### config.mk
export PLATFORM = sky130hd
export DESIGN_NAME = gate_exerciser
export DESIGN_NICKNAME = d
export VERILOG_FILES = /design/src/rtl/gate_pkg.sv /design/src/rtl/gate_ref_model.sv /design/src/rtl/gate_exerciser.sv
export SDC_FILE = /design/constraint.sdc
export NUM_CORES = 1
export LEC_CHECK = 0
export CAP_MARGIN = 20
export CORE_AREA = 2 2 58 60
export DETAILED_ROUTE_END_ITERATION = 6
export DIE_AREA = 0 0 60 62
export SLEW_MARGIN = 5
export SYNTH_ARGS = -nofsm -noshare
export SYNTH_HDL_FRONTEND = slang
export SYNTH_SLANG_ARGS = --single-unit
### constraint.sdc
create_clock -name clk -period 1.5 [get_ports clk]
set_clock_uncertainty 0.05 [all_clocks]
set_input_delay 0.225 -clock clk [delete_from_list [all_inputs] [get_ports clk]]
set_output_delay 0.225 -clock clk [all_outputs]
set_load 0.005 [all_outputs]
### src/rtl/gate_pkg.sv
// Shared constants and types for the gate exerciser: truth-table selectors,
// FSM state encoding and settle-counter width.
package gate_pkg;

  localparam int unsigned OP_AND  = 0;
  localparam int unsigned OP_OR   = 1;
  localparam int unsigned OP_NAND = 2;
  localparam int unsigned OP_NOR  = 3;
  localparam int unsigned OP_XOR  = 4;
  localparam int unsigned OP_XNOR = 5;

  localparam int unsigned CNT_W = 4;

  typedef enum logic [1:0] {
    IDLE   = 2'd0,
    DRIVE  = 2'd1,
    SAMPLE = 2'd2,
    DONE   = 2'd3
  } state_t;

  function automatic logic gate_eval(input int unsigned op, input logic x, input logic y);
    logic r;
    case (op)
      OP_AND:  r = x & y;
      OP_OR:   r = x | y;
      OP_NAND: r = ~(x & y);
      OP_NOR:  r = ~(x | y);
      OP_XOR:  r = x ^ y;
      default: r = ~(x ^ y);
    endcase
    return r;
  endfunction

endpackage

### src/rtl/gate_ref_model.sv
// Combinational golden gate: expected output of the gate under test for the
// current (a,b) drive, selected by GATE_OP.
module gate_ref_model
  import gate_pkg::*;
#(
  parameter int unsigned GATE_OP = OP_XNOR
) (
  input  logic a,
  input  logic b,
  output logic exp_c
);

  always_comb begin
    exp_c = gate_eval(GATE_OP, a, b);
  end

endmodule

### src/rtl/gate_exerciser.sv
// Drives the four (a,b) vectors into a 2-input gate, samples c after a settle
// time and counts mismatches. Define GATE_EXERCISER_STOP_ON_FAIL_EN to abort on first mismatch.
//   state  | meaning
//   IDLE   | waiting for start; results held
//   DRIVE  | vector applied, settle counter running
//   SAMPLE | compare c with expected value
//   DONE   | one-cycle done pulse, pass valid
module gate_exerciser
  import gate_pkg::*;
#(
  parameter int unsigned GATE_OP       = 5,
  parameter int unsigned SETTLE_CYCLES = 1
) (
  input  logic       clk,
  input  logic       rst,
  input  logic       start,
  output logic       a,
  output logic       b,
  input  logic       c,
  output logic       busy,
  output logic       done,
  output logic       pass,
  output logic [2:0] err_count,
  output logic [1:0] vec_idx
);

`ifdef GATE_EXERCISER_STOP_ON_FAIL_EN
  localparam bit STOP_EN = 1'b1;
`else
  localparam bit STOP_EN = 1'b0;
`endif

  localparam logic [CNT_W-1:0] CNT_LOAD = CNT_W'(SETTLE_CYCLES - 1);

  state_t           state_q, state_d;
  logic [CNT_W-1:0] cnt_q, cnt_d;
  logic [1:0]       vec_idx_q, vec_idx_d;
  logic [2:0]       err_q, err_d;
  logic             a_q, a_d, b_q, b_d;
  logic             busy_q, busy_d, done_q, done_d, pass_q, pass_d;
  logic             exp_c, mismatch;
  logic [1:0]       vec_nxt;

  gate_ref_model #(.GATE_OP(GATE_OP)) u_ref (
    .a     (a_q),
    .b     (b_q),
    .exp_c (exp_c)
  );

  assign mismatch = (c != exp_c);
  assign vec_nxt  = vec_idx_q + 2'd1;

  always_comb begin
    state_d   = state_q;
    cnt_d     = cnt_q;
    vec_idx_d = vec_idx_q;
    err_d     = err_q;
    a_d       = a_q;
    b_d       = b_q;
    busy_d    = busy_q;
    done_d    = 1'b0;
    pass_d    = pass_q;
    case (state_q)
      IDLE: begin
        if (start) begin
          state_d   = DRIVE;
          cnt_d     = CNT_LOAD;
          vec_idx_d = 2'd0;
          err_d     = 3'd0;
          a_d       = 1'b0;
          b_d       = 1'b0;
          busy_d    = 1'b1;
          pass_d    = 1'b0;
        end
      end
      DRIVE: begin
        if (cnt_q == '0) state_d = SAMPLE;
        else             cnt_d   = cnt_q - 1'b1;
      end
      SAMPLE: begin
        // err_count tops out at 4, so 3 bits never wrap
        if (mismatch) err_d = err_q + 3'd1;
        if ((vec_idx_q == 2'd3) || (STOP_EN && mismatch)) begin
          state_d = DONE;
          busy_d  = 1'b0;
          done_d  = 1'b1;
          pass_d  = (err_d == 3'd0);
        end else begin
          state_d   = DRIVE;
          cnt_d     = CNT_LOAD;
          vec_idx_d = vec_nxt;
          a_d       = vec_nxt[1];
          b_d       = vec_nxt[0];
        end
      end
      DONE: state_d = IDLE;
      default: state_d = IDLE;
    endcase
  end

  always_ff @(posedge clk) begin
    if (rst) begin
      state_q   <= IDLE;
      cnt_q     <= '0;
      vec_idx_q <= 2'd0;
      err_q     <= 3'd0;
      a_q       <= 1'b0;
      b_q       <= 1'b0;
      busy_q    <= 1'b0;
      done_q    <= 1'b0;
      pass_q    <= 1'b0;
    end else begin
      state_q   <= state_d;
      cnt_q     <= cnt_d;
      vec_idx_q <= vec_idx_d;
      err_q     <= err_d;
      a_q       <= a_d;
      b_q       <= b_d;
      busy_q    <= busy_d;
      done_q    <= done_d;
      pass_q    <= pass_d;
    end
  end

  assign a         = a_q;
  assign b         = b_q;
  assign busy      = busy_q;
  assign done      = done_q;
  assign pass      = pass_q;
  assign err_count = err_q;
  assign vec_idx   = vec_idx_q;

endmodule

==> impl_metrics.toml <==
[timing]
rsz0062_at_grt = "true"
setup_viol = 0
period_needed_ns = 1.45
worstMarginPinSlew_ns = 0.304
max_freq_mhz = 690
finalHoldViolations = 0
slew_headroom = 0.797
finalMaxSlewViolations = 0
fin_crit_sh = 0.966
postLayoutSetupSlackWorst_ns = 0.0508

[pwr]
comb_power_share = 0.326
power.leakage_uw = 0.000457
internal_power_uw = 739
netSwitchingPower_uw = 317
seqPwrFrac = 0.416
ir_drop_mv = 0.249
pwr_density_cell_nw_per_um2 = 943
finalPower_uw = 1060
pwr-share-clk = 0.258
p_sw_frac = 0.300

[floorplan]
chipHeight_um = 62
coreArea_um2 = 3180
fp.dieArea_um2 = 3720
die_x_um = 60
row_count = 21
num_io_pins = 14
start_util = 0.244

[routing]
vias = 725
wl_per_cell_um = 10.4
drc_errors = 0
routed_wl_um = 1700
drt_iter0_markers = 14
drt-vias-per-instance = 4.45
first_pass_iters = 3
ant_nets = 0

[final_layout]
final_cell_count_no_fill = 163
regArea_um2 = 292
num_antenna_cells = 0
fin_util = 0.352
multi_input_area_um2 = 493
layout.nets = 125
syn_to_final_growth_pct = 44.4
nFillCells = 341
drive_gt1_frac = 0.299

[setup_path]
path_max_fanout = 4
critPathCaptureType = "flip-flop"
critical_path_class = "flip-flop to flip-flop"
cp.required_ns = 1.61
arrival_ns = 1.56
start_kind = "flip-flop"

[grt]
antenna_found_initial = 0
grt_pass1_wl_um = 2680
grt_max_degree = 12
overflow = 0
grt_pass1_vias = 641
grt_usage = 0.0982

[cts]
postCtsSetupBuffers = 0
cts_buffer_depth = 2
clk_latency_ns = 0.28
cts.sinks = 14
cts_tree = "done"
cts_resized = 7
cts_buffers = 3
htree_levels = 1
hold_buffers = 0
cts-root-buf = "clkbuf_4"
cts.clk_slew.worst_paths_ns = 0.08

[placed_design]
dp_cells = 159
dp_hpwl_um = 1320
pre_cts_ws_ns = -0.135
place_congestion = 0.799
portBuffers = 13

[synth]
syn_nets = 100
synth_top_cell_by_area = "dfxtp_1"
synthArstFlopShare = 0
synth_common_cells = "dfxtp_1 (14), nor2_1 (11), a21oi_1 (10)"
synthFlopType = "dfxtp_1"
synthTopCellsByArea = "dfxtp_1 (36%), a21oi_1 (6.5%), nor2_1 (5.3%), mux2i_1 (5.2%), ha_1 (4.8%)"
synth_edf_count = 0
synth_warnings = 0
synthCells = 93
synth.most_common_cell = "dfxtp_1"
ys_ff_latch = 14
syn_area_um2 = 776
synth_seq_area_share = 0.361
yosysUniqueCellTypes = 33
synth.top_cell.area_share = 0.361
syn_avg_cell_area_um2 = 8.34

[outcome]
status = "completed"

[job]
max_cap_violations = 0

[hold_path]
min_path_type = "flip-flop to flip-flop"
## path summary, 6_finish.rpt
| check | slack (ns) | cells past startpoint | start | end |
|---|---|---|---|---|
| setup / recovery | 0.05 | 6 | cnt_q[0] | cnt_q[0] |
| hold / removal | 0.46 | 2 | busy | busy |
| setup reg to reg | 0.05 | 6 | cnt_q[0] | cnt_q[0] |
| hold reg to reg | 0.46 | 2 | busy | busy |
## per-layer routing
| layer | global-route usage | vias up | wire (um) |
|---|---|---|---|
| li1 | - | 371 | - |
| met1 | 0.115 | 343 | 763 |
| met2 | 0.163 | 7 | 862 |
| met3 | 0.0186 | 4 | 36 |
| met4 | 0.0667 | 0 | 34 |
| met5 | 0 | - | 0 |
## kinds of logic (layout without fill, tap and decap cells)
family / Yosys count / in the layout / share of synthesized area
compound gates: 25 / 25 / 0.187
xor+xnor: 2 / 2 / 0.0226
fa+ha+maj: 3 / 3 / 0.0484
buf+inv: 12 / 36 / 0.0774
flops: 14 / 14 / 0.361
mux: 6 / 6 / 0.0806
simple gates: 31 / 31 / 0.223
## final cells by class
cell class	instances	share of cell area
inverter	7	0.0235
tap	46	0.0514
sequential	14	0.260
timing repair buffer	25	0.192
multi-input combinational	67	0.440
clock buffer	4	0.0324
## sequential cells by signal (all words and copies together), names as in the netlist
| register | count |
|---|---|
| a | 1 |
| err_count | 3 |
| pass | 1 |
| b | 1 |
| cnt_q | 4 |
| busy | 1 |
| done | 1 |
| state_q | 2 |
## layout by cell type, fill, tap and decap left out, drive strengths merged
master	count
nand2b	1
or3b	1
nand3b	2
nor2	11
clkdlybuf4s50	9
a21oi	10
dfxtp	14
or3	3
a21boi	1
and3	1
o21ai	7
clkbuf	4
a22oi	3
o31ai	1
inv	7
o21bai	1
nand2	3
mux2	2
or2	1
dlygate4sd2	4
a22o	1
buf	12
xnor2	2
a31oi	1
mux2i	4
nor3	3
nand3	2
ha	3
nor2b	3
## per-stage QoR
step                TNS (ns)  cell area, um^2  hold slack, ns
floorplan                  0              802           0.360
global placement      -0.451             1050           0.452
detailed placement    -0.633             1050           0.468
CTS                        0             1090           0.482
global route         -0.0358             1120           0.493
finish                     0             1120           0.460
## power by group through the flow
stage                     sequential [uW]  combinational, uW  clock [uW]
after CTS                             436                329         294
after global placement                443                312           0
final                                 439                344         272
after global routing                  445                379         308
after floorplan                       437                219           0
after detailed placement              445                322           0
## worst max-delay path, cell delays in order, from the launching register on
cell and delay, ns:
dfxtp_2 0.33, inv_2 0.06, ha_4 0.13, or3b_4 0.40, nor3_4 0.17, or3_1 0.13, a21oi_1 0.05
Power figures use the tool's default switching activity.
